`src/rtl/or7_share_arbiter.sv`:
```
// rtl/or7_share_arbiter.sv - round-robin arbiter sharing one external or7/nor3 reduction unit
//
// Grants one of NREQ requesters at a time, drives its latched WIDTH-bit vector
// onto the shared reduction unit, and returns the unit's OR / NOR3 results
// together with a one-cycle ACK to the owning requester.
//
// Sequencing (one operation per pass, back-to-back with no idle gap):
//   IDLE -> DRIVE -> RESP -> IDLE                 3 cycles, REQ->ACK = 2 cycles
//   IDLE -> DRIVE -> WAIT -> RESP -> IDLE         OR7_ARB_PIPE_EN defined:
//                                                 4 cycles, REQ->ACK = 3 cycles
// Build option:
//   OR7_ARB_PIPE_EN  add a WAIT state and a register stage on U_OR/U_NOR
//                    for a registered or long-path shared unit.
//
// Parameters:
//   NREQ   number of requesters (2..8)
//   WIDTH  vector width driven to the shared unit (>=3, NOR taps bits [2:0])
//   IDW    requester index width, clog2(NREQ)
//
// Ports:
//   clk      in   1           clock, all state on rising edge
//   rst_n    in   1           asynchronous active-low reset
//   req      in   NREQ        req[i] high: requester i has a vector pending
//   din      in   NREQ*WIDTH  requester i vector at din[i*WIDTH +: WIDTH]
//   gnt      out  NREQ        one-hot grant, high while requester owns the unit
//   ack      out  NREQ        one-cycle pulse: result valid, din consumed
//   u_in     out  WIDTH       registered vector driven to the shared unit
//   u_or     in   1           shared unit OR of u_in
//   u_nor    in   1           shared unit NOR of u_in[2:0]
//   res_or   out  1           returned OR result, valid with res_vld
//   res_nor  out  1           returned NOR result, valid with res_vld
//   res_id   out  IDW         requester index the result belongs to
//   res_vld  out  1           one-cycle result strobe, coincident with ack

module or7_share_arbiter #(
  parameter int NREQ  = 4,
  parameter int WIDTH = 7,
  parameter int IDW   = 2
) (
  input  logic                  clk,
  input  logic                  rst_n,
  input  logic [NREQ-1:0]       req,
  input  logic [NREQ*WIDTH-1:0] din,
  output logic [NREQ-1:0]       gnt,
  output logic [NREQ-1:0]       ack,
  output logic [WIDTH-1:0]      u_in,
  input  logic                  u_or,
  input  logic                  u_nor,
  output logic                  res_or,
  output logic                  res_nor,
  output logic [IDW-1:0]        res_id,
  output logic                  res_vld
);

  typedef enum logic [1:0] {
    S_IDLE  = 2'd0,
    S_DRIVE = 2'd1,
    S_WAIT  = 2'd2,
    S_RESP  = 2'd3
  } state_t;

  state_t state;
  state_t state_nxt;

  // Index of the most recently served requester; it gets lowest priority next.
  logic [IDW-1:0]   ptr;

  logic [WIDTH-1:0] din_a [NREQ];
  logic             win_found;
  logic [IDW-1:0]   win_idx;

`ifdef OR7_ARB_PIPE_EN
  logic u_or_q;
  logic u_nor_q;
`endif

  always_comb begin
    for (int i = 0; i < NREQ; i++) begin
      din_a[i] = din[i*WIDTH +: WIDTH];
    end
  end

  // Round-robin search starting just after ptr. Walking the offsets from the
  // far end down to 1 lets the nearest requester overwrite farther ones.
  always_comb begin
    win_found = 1'b0;
    win_idx   = '0;
    for (int k = NREQ; k >= 1; k--) begin
      if (req[IDW'((int'(ptr) + k) % NREQ)]) begin
        win_found = 1'b1;
        win_idx   = IDW'((int'(ptr) + k) % NREQ);
      end
    end
  end

  always_ff @(posedge clk or negedge rst_n) begin
    if (!rst_n) begin
      state <= S_IDLE;
    end else begin
      state <= state_nxt;
    end
  end

  always_comb begin
    state_nxt = state;
    case (state)
      S_IDLE:  if (win_found) state_nxt = S_DRIVE;
`ifdef OR7_ARB_PIPE_EN
      S_DRIVE: state_nxt = S_WAIT;
      S_WAIT:  state_nxt = S_RESP;
`else
      S_DRIVE: state_nxt = S_RESP;
      S_WAIT:  state_nxt = S_IDLE;
`endif
      S_RESP:  state_nxt = S_IDLE;
    endcase
  end

  // Datapath. ack/res_vld are loaded on the edge that enters RESP, so they
  // are high for exactly the RESP cycle; ack reuses gnt since it already
  // holds the winner's one-hot code.
  always_ff @(posedge clk or negedge rst_n) begin
    if (!rst_n) begin
      gnt     <= '0;
      ack     <= '0;
      u_in    <= '0;
      res_or  <= 1'b0;
      res_nor <= 1'b0;
      res_id  <= '0;
      res_vld <= 1'b0;
      ptr     <= IDW'(NREQ - 1);
`ifdef OR7_ARB_PIPE_EN
      u_or_q  <= 1'b0;
      u_nor_q <= 1'b0;
`endif
    end else begin
      ack     <= '0;
      res_vld <= 1'b0;
      case (state)
        S_IDLE: begin
          if (win_found) begin
            // Latch the vector so later din changes cannot disturb the op.
            u_in   <= din_a[win_idx];
            gnt    <= NREQ'(1) << win_idx;
            res_id <= win_idx;
          end else begin
            u_in   <= '0;
          end
        end
        S_DRIVE: begin
`ifdef OR7_ARB_PIPE_EN
          u_or_q  <= u_or;
          u_nor_q <= u_nor;
`else
          res_or  <= u_or;
          res_nor <= u_nor;
          ack     <= gnt;
          res_vld <= 1'b1;
`endif
        end
        S_WAIT: begin
`ifdef OR7_ARB_PIPE_EN
          res_or  <= u_or_q;
          res_nor <= u_nor_q;
          ack     <= gnt;
          res_vld <= 1'b1;
`endif
        end
        S_RESP: begin
          ptr  <= res_id;
          u_in <= '0;
          gnt  <= '0;
        end
      endcase
    end
  end

endmodule
```
`config.mk`:
```
export PLATFORM = sky130hd
export DESIGN_NAME = or7_share_arbiter
export DESIGN_NICKNAME = d
export VERILOG_FILES = /design/src/rtl/or7_share_arbiter.sv
export SDC_FILE = /design/constraint.sdc
export NUM_CORES = 1
export LEC_CHECK = 0
export CAP_MARGIN = 20
export CORE_ASPECT_RATIO = 0.9
export CORE_MARGIN = 2
export CORE_UTILIZATION = 44
export CTS_CLUSTER_SIZE = 20
export DETAILED_ROUTE_END_ITERATION = 10
export PLACE_DENSITY = 0.86
export SLEW_MARGIN = 10
export SYNTH_ARGS = -nofsm -noshare
export SYNTH_HDL_FRONTEND = slang
export SYNTH_SLANG_ARGS = --single-unit
```
`constraint.sdc`:
```
create_clock -name clk -period 5 [get_ports clk]
set_input_delay 0.75 -clock clk [delete_from_list [all_inputs] [get_ports clk]]
set_output_delay 0.75 -clock clk [all_outputs]
set_load 0.02 [all_outputs]
```
# Yosys cells after proc, flatten, opt, wreduce, memory -nomap -nowiden
# Index checks and enable logic that the tools add are counted.
[totals]
ff_bits = 24
out_inout_bits = 20
[classes]
addsub = 4
n_lt_le_gt_ge = 5
eq_ne = 4
shift = 1
n_mux = 31
bitwise = 1
n_reduce_logical = 5
[ops]
columns = ["op", "n"]
rows = [
  ["7-bit 2-to-1 mux", 3],
  ["2-bit by 4-bit less-than comparator with 1-bit output, second input constant", 4],
  ["7-bit binary-select mux with 2-bit select", 1],
  ["7-bit case mux with 2 select lines", 1],
  ["1-bit 2-to-1 mux", 13],
  ["2-bit 2-to-1 mux", 5],
  ["1-bit binary-select mux with 2-bit select", 4],
  ["4-bit 2-to-1 mux", 2],
  ["4-bit case mux with 2 select lines", 1],
  ["2-bit case mux with 3 select lines", 1],
  ["2-bit by 1-bit adder with 2-bit output, second input constant", 2],
  ["2-bit adder, second input constant", 2],
  ["2-bit equality test, second input constant", 2],
  ["2-bit AND reduction", 2],
  ["1-bit by 2-bit << shifter with 4-bit output, first input constant", 1],
  ["3-bit >= comparator, second input constant", 1],
  ["2-bit inverter with 3-bit output", 1],
  ["2-bit by 1-bit equality test with 1-bit output, second input constant", 1],
  ["2-bit logical NOT", 1],
  ["2-bit inequality test, second input constant", 1],
  ["2-bit nonzero test", 1],
  ["2-bit OR reduction", 1],
]

# Depth between registers and ports, before layout
# Gate-level depths: netlist (run 1).
[logic_depth]
depth_word = 14
ltp_mapped = 6

# Worst setup path after synthesis (run 1)
# No wires, ideal clock.
[synth_timing]
path_kind = "input to register"
start = "in req[3]"
end = "reg u_in[0]"
setup_time_ps = 148
t_arrival_ps = 1672
required_time_ps = 4852
path_slack_ps = 3180
path_stages = 6
n_path_buf = 2
path_cell_list = "or2_2 -> o221a_1 -> buf_6 -> buf_12 -> mux2i_1 -> o221ai_1"
[synth_via]
elab_chain_len = 13
elab_cells_between_ends = 26
[synth_rtl]
columns = ["element", "line", "rtl"]
rows = [
  ["from (decl)", "42", "input logic [NREQ-1:0] req,"],
  ["1-bit binary-select mux with 2-bit select", "89", "if (req[IDW'((int'(ptr) + k) % NREQ)]) begin"],
  ["1-bit 2-to-1 mux (implied by the code) (2 in a row)", "89", ""],
  ["2-bit 2-to-1 mux (4 in a row)", "89", ""],
  ["2-bit inverter with 3-bit output (implied by the code)", "143", "u_in <= din_a[win_idx];"],
  ["7-bit binary-select mux with 2-bit select", "143", ""],
  ["7-bit 2-to-1 mux (implied by the code) (2 in a row)", "143", ""],
  ["7-bit 2-to-1 mux *", "141", "if (win_found) begin"],
  ["7-bit case mux with 2 select lines *", "139", "case (state)"],
  ["to (signal assigned)", "143", ""],
  ["to (decl)", "46", "output logic [WIDTH-1:0] u_in,"],
]
# Every way passes the cells marked *; elsewhere a longest branch is shown, timed or not. The select of a mux whose other input is x is not followed.
# A chain may end at the register's enable or synchronous reset.

# Final worst setup path (run 1)
[layout_timing]
start = "in req[3]"
end = "reg u_in[1]"
# Same word-level chain as after synthesis.

==> results.json, run 1 <==
{
  "outcome": "finished, final reports clean",
  "cellPowerDensity_nw_per_um2": 581.8,
  "grt_overflow_total": 0,
  "fin_setup_tns_ps": 0,
  "insertion_delay_ps": 320,
  "swShare_pct": 40.72,
  "cts_resized": 0,
  "startpoint_type": "input pin",
  "final_cells": 206,
  "grt_antenna_before_repair": 0,
  "grt_max_degree": 25,
  "core_um2": 2725,
  "cts.sinks": 24,
  "synthesis.instances": 110,
  "fp.dieH_um": 54.69,
  "fin_crit_sh_pct": 52.43,
  "htreeDepth": 1,
  "grt_pass1_wl_mm": 5.099,
  "grt_pass1_vias": 1071,
  "drv_cap": 0,
  "slew_viol_final": 0,
  "hold_violations": 0,
  "min_period_ps": 2621,
  "synth_area_um2": 1256,
  "drt_iter0_drc": 33,
  "clock_path_buffers": 2,
  "n_fill_cell": 204,
  "synth.area.top_cells": "dfrtp_1 44%, mux2i_1 11%, o221ai_1 4.9%",
  "crit_chain": "clkdlybuf4s50_1 -> and2b_1 -> o221a_1 -> mux2i_1 -> o221ai_1",
  "arrival_ps": 2810,
  "initial_core_util_pct": 46.10,
  "ys_seq_area_share_pct": 48.01,
  "drive_gt1_share_pct": 10.24,
  "syn2layout_area_growth_pct": 50.10,
  "synth-edff-count": 0,
  "dp_hpwl_mm": 2.490,
  "synthTopCellsByCount": "22 x dfrtp_1, 15 x nand2_1, 14 x mux2i_1, 8 x o21ai_0, 7 x o221ai_1",
  "synth_top_area_share_pct": 43.82,
  "p_switching_w": 0.0004467,
  "grt_usage_pct": 21.19,
  "power_frac_clock_pct": 12.7,
  "via_count": 1085,
  "critPathRequiredTime_ps": 5190,
  "root_buffer": "clkbuf_4",
  "ys.flop_type": "dfrtp_1",
  "skew_ps": 14.51,
  "p_leak_nw": 0.8151,
  "async_reset_ff_share_pct": 100.0,
  "first_pass_iters": 4,
  "max_freq_mhz": 381.5,
  "post_cts_buffers": 0,
  "rsz0062_at_grt": "false",
  "place_inst": 201,
  "dieWidth_um": 60.32,
  "path_clk_slew_ps": 140,
  "routed_wirelength_mm": 3.288,
  "crit_slowest_cell": "o221a_1",
  "ys_types": 31,
  "rows": 18,
  "ir_drop_v": 0.0003801,
  "p_comb_share_pct": 56.6,
  "critPathKind": "in2reg",
  "diodes": 0,
  "power_frac_seq_pct": 30.6,
  "fin_util_pct": 69.19,
  "max_stage_delay_ps": 840,
  "endpoint_kind": "flip-flop",
  "p_int_w": 0.0006504,
  "tightest_slew_ps": 979.8,
  "relSlewSlack_pct": 34.68,
  "synth.net_count": 150,
  "ys_ff_latch": 24,
  "numCtsBuffers": 3,
  "port_buffers": 55,
  "io_pins": 56,
  "gp_congestion": 0.7700,
  "crit_fanout": 17,
  "holdBufCountCts": 0,
  "avgViaCountPerCell": 5.267,
  "yosys_warnings": 0,
  "drtAntennaViolNets": 0,
  "die_area_um2": 3299,
  "synth.most_common_cell": "dfrtp_1",
  "yosys.area.top_type": "dfrtp_1",
  "hp-class": "reg2reg",
  "avgSynthCellArea_um2": 11.42,
  "cts_tree": "done",
  "wl_per_cell_um": 15.96,
  "finalPower_w": 0.001097,
  "fin_nets": 207,
  "drcViolationCount": 0,
  "finalSetupViolations": 0
}
## per-stage QoR
stage | cell area (um2) | hold slack (ps) | setup WS [ps]
floorplan | 1256 | 454.4 | 3180
global placement | 1818 | 473.1 | 2139
detailed placement | 1818 | 491.5 | 2029
CTS | 1871 | 523.2 | 2407
global route | 1886 | 562.9 | 2262
finish | 1886 | 514.9 | 2379
## placed cells by master, fill, tap and decap left out, types with 2 or more instances in the layout
cell type and n:
o41ai_2 2, dfstp_2 2, o221ai_1 7, clkbuf_4 3, inv_1 2, o21a_1 2
nand2_1 15, o21ai_0 8, and2_1 4, nand2b_1 3, o41ai_1 2, dfrtp_1 22
nor3_1 2, a21o_1 2, clkdlybuf4s50_1 55, ha_1 4, mux2_2 4, mux2i_1 14
## flip-flops by register name, indices dropped and copies added (netlist names)
register  count
ack           4
gnt           4
ptr           2
res_id        2
res_nor       1
res_or        1
res_vld       1
state         2
u_in          7
## area by class of cell
type | instances | area (um2) | share of cell area [%]
clock buffer | 3 | 22.52 | 1.194
clock inverter | 1 | 30.03 | 1.593
inverter | 3 | 11.26 | 0.5972
multi-input combinational | 79 | 603.1 | 31.98
sequential | 24 | 603.1 | 31.98
tap | 40 | 50.05 | 2.654
timing repair buffer | 56 | 565.5 | 29.99
## metal layers
layer	global-route usage [%]	wire (um)	vias to the layer above
met5	0	0	-
met4	5.926	44	0
met3	3.310	104	6
met2	36.78	1783	26
met1	27.53	1356	536
li1	-	-	517
## worst max-delay path: cells and delay by family
family                 cells  cell delay (ps)
AO/OA/AOI/OAI              2              990
buffers and inverters      1              570
multiplexers               1              310
AND/OR/NAND/NOR            1              190
## path summary, 6_finish.rpt
| check | startpoint | end | slack [ps] | cells after the start |
|---|---|---|---|---|
| setup / recovery | req[3] | u_in[1] | 2380 | 5 |
| hold / removal | u_in[6] | u_in[6] | 510 | 2 |
| setup reg to reg | ptr[0] | u_in[1] | 2850 | 4 |
| hold reg to reg | u_in[6] | u_in[6] | 510 | 2 |
| max in group asynchronous | rst_n | u_in[0] | 3710 | 2 |
| min in group asynchronous | rst_n | ack[1] | 780 | 1 |
## power groups by stage
stage | logic (W) | clock network (W) | registers (W)
final | 0.000621 | 0.000140 | 0.000336
after global routing | 0.000675 | 0.000150 | 0.000348
after CTS | 0.000623 | 0.000143 | 0.000336
after detailed placement | 0.000618 | 0 | 0.000339
after global placement | 0.000591 | 0 | 0.000332
after floorplan | 0.000328 | 0 | 0.000406
## logic make-up (layout without fill, tap and decap cells)
family	Yosys count	in the layout	synth area share [%]
and+or+nand+nor	31	31	12.55
adders and majority gates	4	4	3.984
muxes	18	18	14.74
DFF	24	24	48.01
AOI/OAI and AO/OA	26	26	16.73
buffers and inverters	7	63	3.983
Power figures use the tool's default switching activity.
==> run 2: changes to the inputs <==
--- a/config.mk
+++ b/config.mk
@@ -8,10 +8,10 @@
 export CAP_MARGIN = 20
 export CORE_ASPECT_RATIO = 0.9
 export CORE_MARGIN = 2
-export CORE_UTILIZATION = 44
+export CORE_UTILIZATION = 37
 export CTS_CLUSTER_SIZE = 20
 export DETAILED_ROUTE_END_ITERATION = 10
-export PLACE_DENSITY = 0.86
+export PLACE_DENSITY = 0.77
 export SLEW_MARGIN = 10
 export SYNTH_ARGS = -nofsm -noshare
 export SYNTH_HDL_FRONTEND = slang
==> constraint.sdc (replaced) <==
create_clock -name clk -period 2.3 [get_ports clk]
set_input_delay 0.345 -clock clk [delete_from_list [all_inputs] [get_ports clk]]
set_output_delay 0.345 -clock clk [all_outputs]
set_load 0.02 [all_outputs]
==> results.json, run 2 (same netlist as run 1, synthesis figures left out) <==
{
  "finalPower_w": 0.002440,
  "arrival_ps": 2160,
  "rsz0062_at_grt": "false",
  "min_period_ps": 1986,
  "via_count": 1066,
  "reg2reg_slack_ps": 310,
  "r2r_start": "state[0]",
  "max_freq_mhz": 503.6,
  "layout_commonest_cell": "clkdlybuf4s50_1",
  "swShare_pct": 39.18,
  "path_clk_slew_ps": 80,
  "outcome": "finished, final reports clean",
  "grt_overflow_total": 0,
  "rows": 20,
  "reg2regPathDepth": 5,
  "htreeDepth": 1,
  "critPathKind": "reg2reg",
  "max_stage_delay_ps": 430,
  "first_pass_iters": 4,
  "hp-class": "in2async",
  "syn2layout_area_growth_pct": 52.59,
  "holdBufCountCts": 0,
  "crit_end": "u_in[6]",
  "cellPowerDensity_nw_per_um2": 1273,
  "insertion_delay_ps": 260,
  "largestRegisters": "u_in x7, ack x4, gnt x4",
  "crit_start": "state[0]",
  "drv_cap": 0,
  "tightest_slew_ps": 548.8,
  "relSlewSlack_pct": 63.19,
  "grt_pass1_wl_mm": 4.678,
  "clock_path_buffers": 2,
  "startpoint_type": "flip-flop",
  "power_frac_clock_pct": 14.9,
  "place_inst": 208,
  "numCtsBuffers": 3,
  "diodes": 0,
  "fin_setup_tns_ps": 0,
  "core_um2": 3303,
  "largest_reg_flops": 7,
  "fin_util_pct": 58.03,
  "fin_crit_sh_pct": 86.33,
  "p_leak_nw": 0.8299,
  "slew_viol_final": 0,
  "ir_drop_v": 0.0004699,
  "final_cells": 212,
  "root_buffer": "clkbuf_8",
  "endpoint_kind": "flip-flop",
  "cts_tree": "done",
  "power_frac_seq_pct": 30.0,
  "fin_nets": 209,
  "largest-register": "u_in",
  "hold_violations": 0,
  "fp.dieH_um": 59.28,
  "r2r-end": "u_in[6]",
  "dp_hpwl_mm": 2.302,
  "grt_usage_pct": 15.79,
  "wl_per_cell_um": 14.12,
  "routed_wirelength_mm": 2.993,
  "most-common-layout-cells": "55 x clkdlybuf4s50_1, 22 x dfrtp_1, 15 x nand2_1",
  "cts.sinks": 24,
  "n_fill_cell": 308,
  "grt_max_degree": 25,
  "critPathRequiredTime_ps": 2470,
  "drt_iter0_drc": 45,
  "crit_chain": "inv_1 -> ha_1 -> nor3_1 -> nand4_1 -> o221ai_1",
  "p_comb_share_pct": 55.2,
  "p_int_w": 0.001484,
  "drive_gt1_share_pct": 11.31,
  "cts_resized": 0,
  "p_switching_w": 0.0009562,
  "initial_core_util_pct": 38.03,
  "fin_hold_ws_ps": 430.7,
  "io_pins": 56,
  "gp_congestion": 0.7039,
  "grt_antenna_before_repair": 0,
  "dieWidth_um": 65.42,
  "drcViolationCount": 0,
  "crit_slowest_cell": "ha_1",
  "post_cts_buffers": 0,
  "crit_fanout": 9,
  "die_area_um2": 3878,
  "port_buffers": 55,
  "grt_pass1_vias": 1029,
  "skew_ps": 3.082,
  "drtAntennaViolNets": 0,
  "avgViaCountPerCell": 5.028,
  "finalSetupViolations": 0
}
-- run 2: changes by cell type in the layout (fill, tap and decap cells not counted) --
cell,before,now
buf_4,0,3
clkbuf_4,3,0
clkbuf_8,0,3
buf_8,1,0
-- run 2: layout make-up --
class / count / area [um2] / area share, %
tap: 44 / 55.05 / 2.872
timing repair buffer: 58 / 573.1 / 29.90
clock buffer: 3 / 41.29 / 2.154
sequential: 24 / 603.1 / 31.46
multi-input combinational: 79 / 603.1 / 31.46
clock inverter: 1 / 30.03 / 1.567
inverter: 3 / 11.26 / 0.5875
-- run 2: critical path: cells and delay by family (launching register included) --
kind / cells / cell delay (ps)
flops: 1 / 390
simple gates: 2 / 680
buf+inv: 1 / 90
fa+ha+maj: 1 / 430
compound gates: 1 / 300
-- run 2: power groups by stage --
stage,logic (W),registers (W),clock network [W]
after CTS,0.00136,0.000732,0.000367
after detailed placement,0.00135,0.000738,0
final,0.00135,0.000731,0.000363
after global routing,0.00147,0.000752,0.000385
after floorplan,0.000713,0.000882,0
after global placement,0.00130,0.000730,0
-- run 2: worst min path at each step --
| stage | start | to | slack (ps) | cells after the start |
|---|---|---|---|---|
| after floorplan | rst_n | ack[0] | 50 | 0 |
| after global placement | u_in[6] | u_in[6] | 480 | 2 |
| after detailed placement | u_in[3] | u_in[3] | 480 | 2 |
| after CTS | rst_n | ack[1] | 440 | 2 |
| after global routing | rst_n | res_nor | 460 | 2 |
| final | rst_n | gnt[1] | 430 | 2 |
-- run 2: per-layer routing --
| layer | wire, um | share of wire (%) | up-vias | GRT usage (%) |
|---|---|---|---|---|
| met5 | 0 | 0 | - | 0 |
| met4 | 33 | 1.1 | 0 | 6.845 |
| met3 | 170 | 5.7 | 2 | 3.042 |
| met2 | 1530 | 51 | 26 | 26.38 |
| met1 | 1259 | 42 | 520 | 20.15 |
| li1 | - | - | 518 | - |
-- run 2: stage by stage --
stage	area, um2	worst slack [ps]
3_5_place_dp	1846	148.5
2_1_floorplan	1256	614.0
6_report	1917	314.4
4_1_cts	1917	316.8
3_3_place_gp	1846	226.0
5_1_grt	1917	153.5
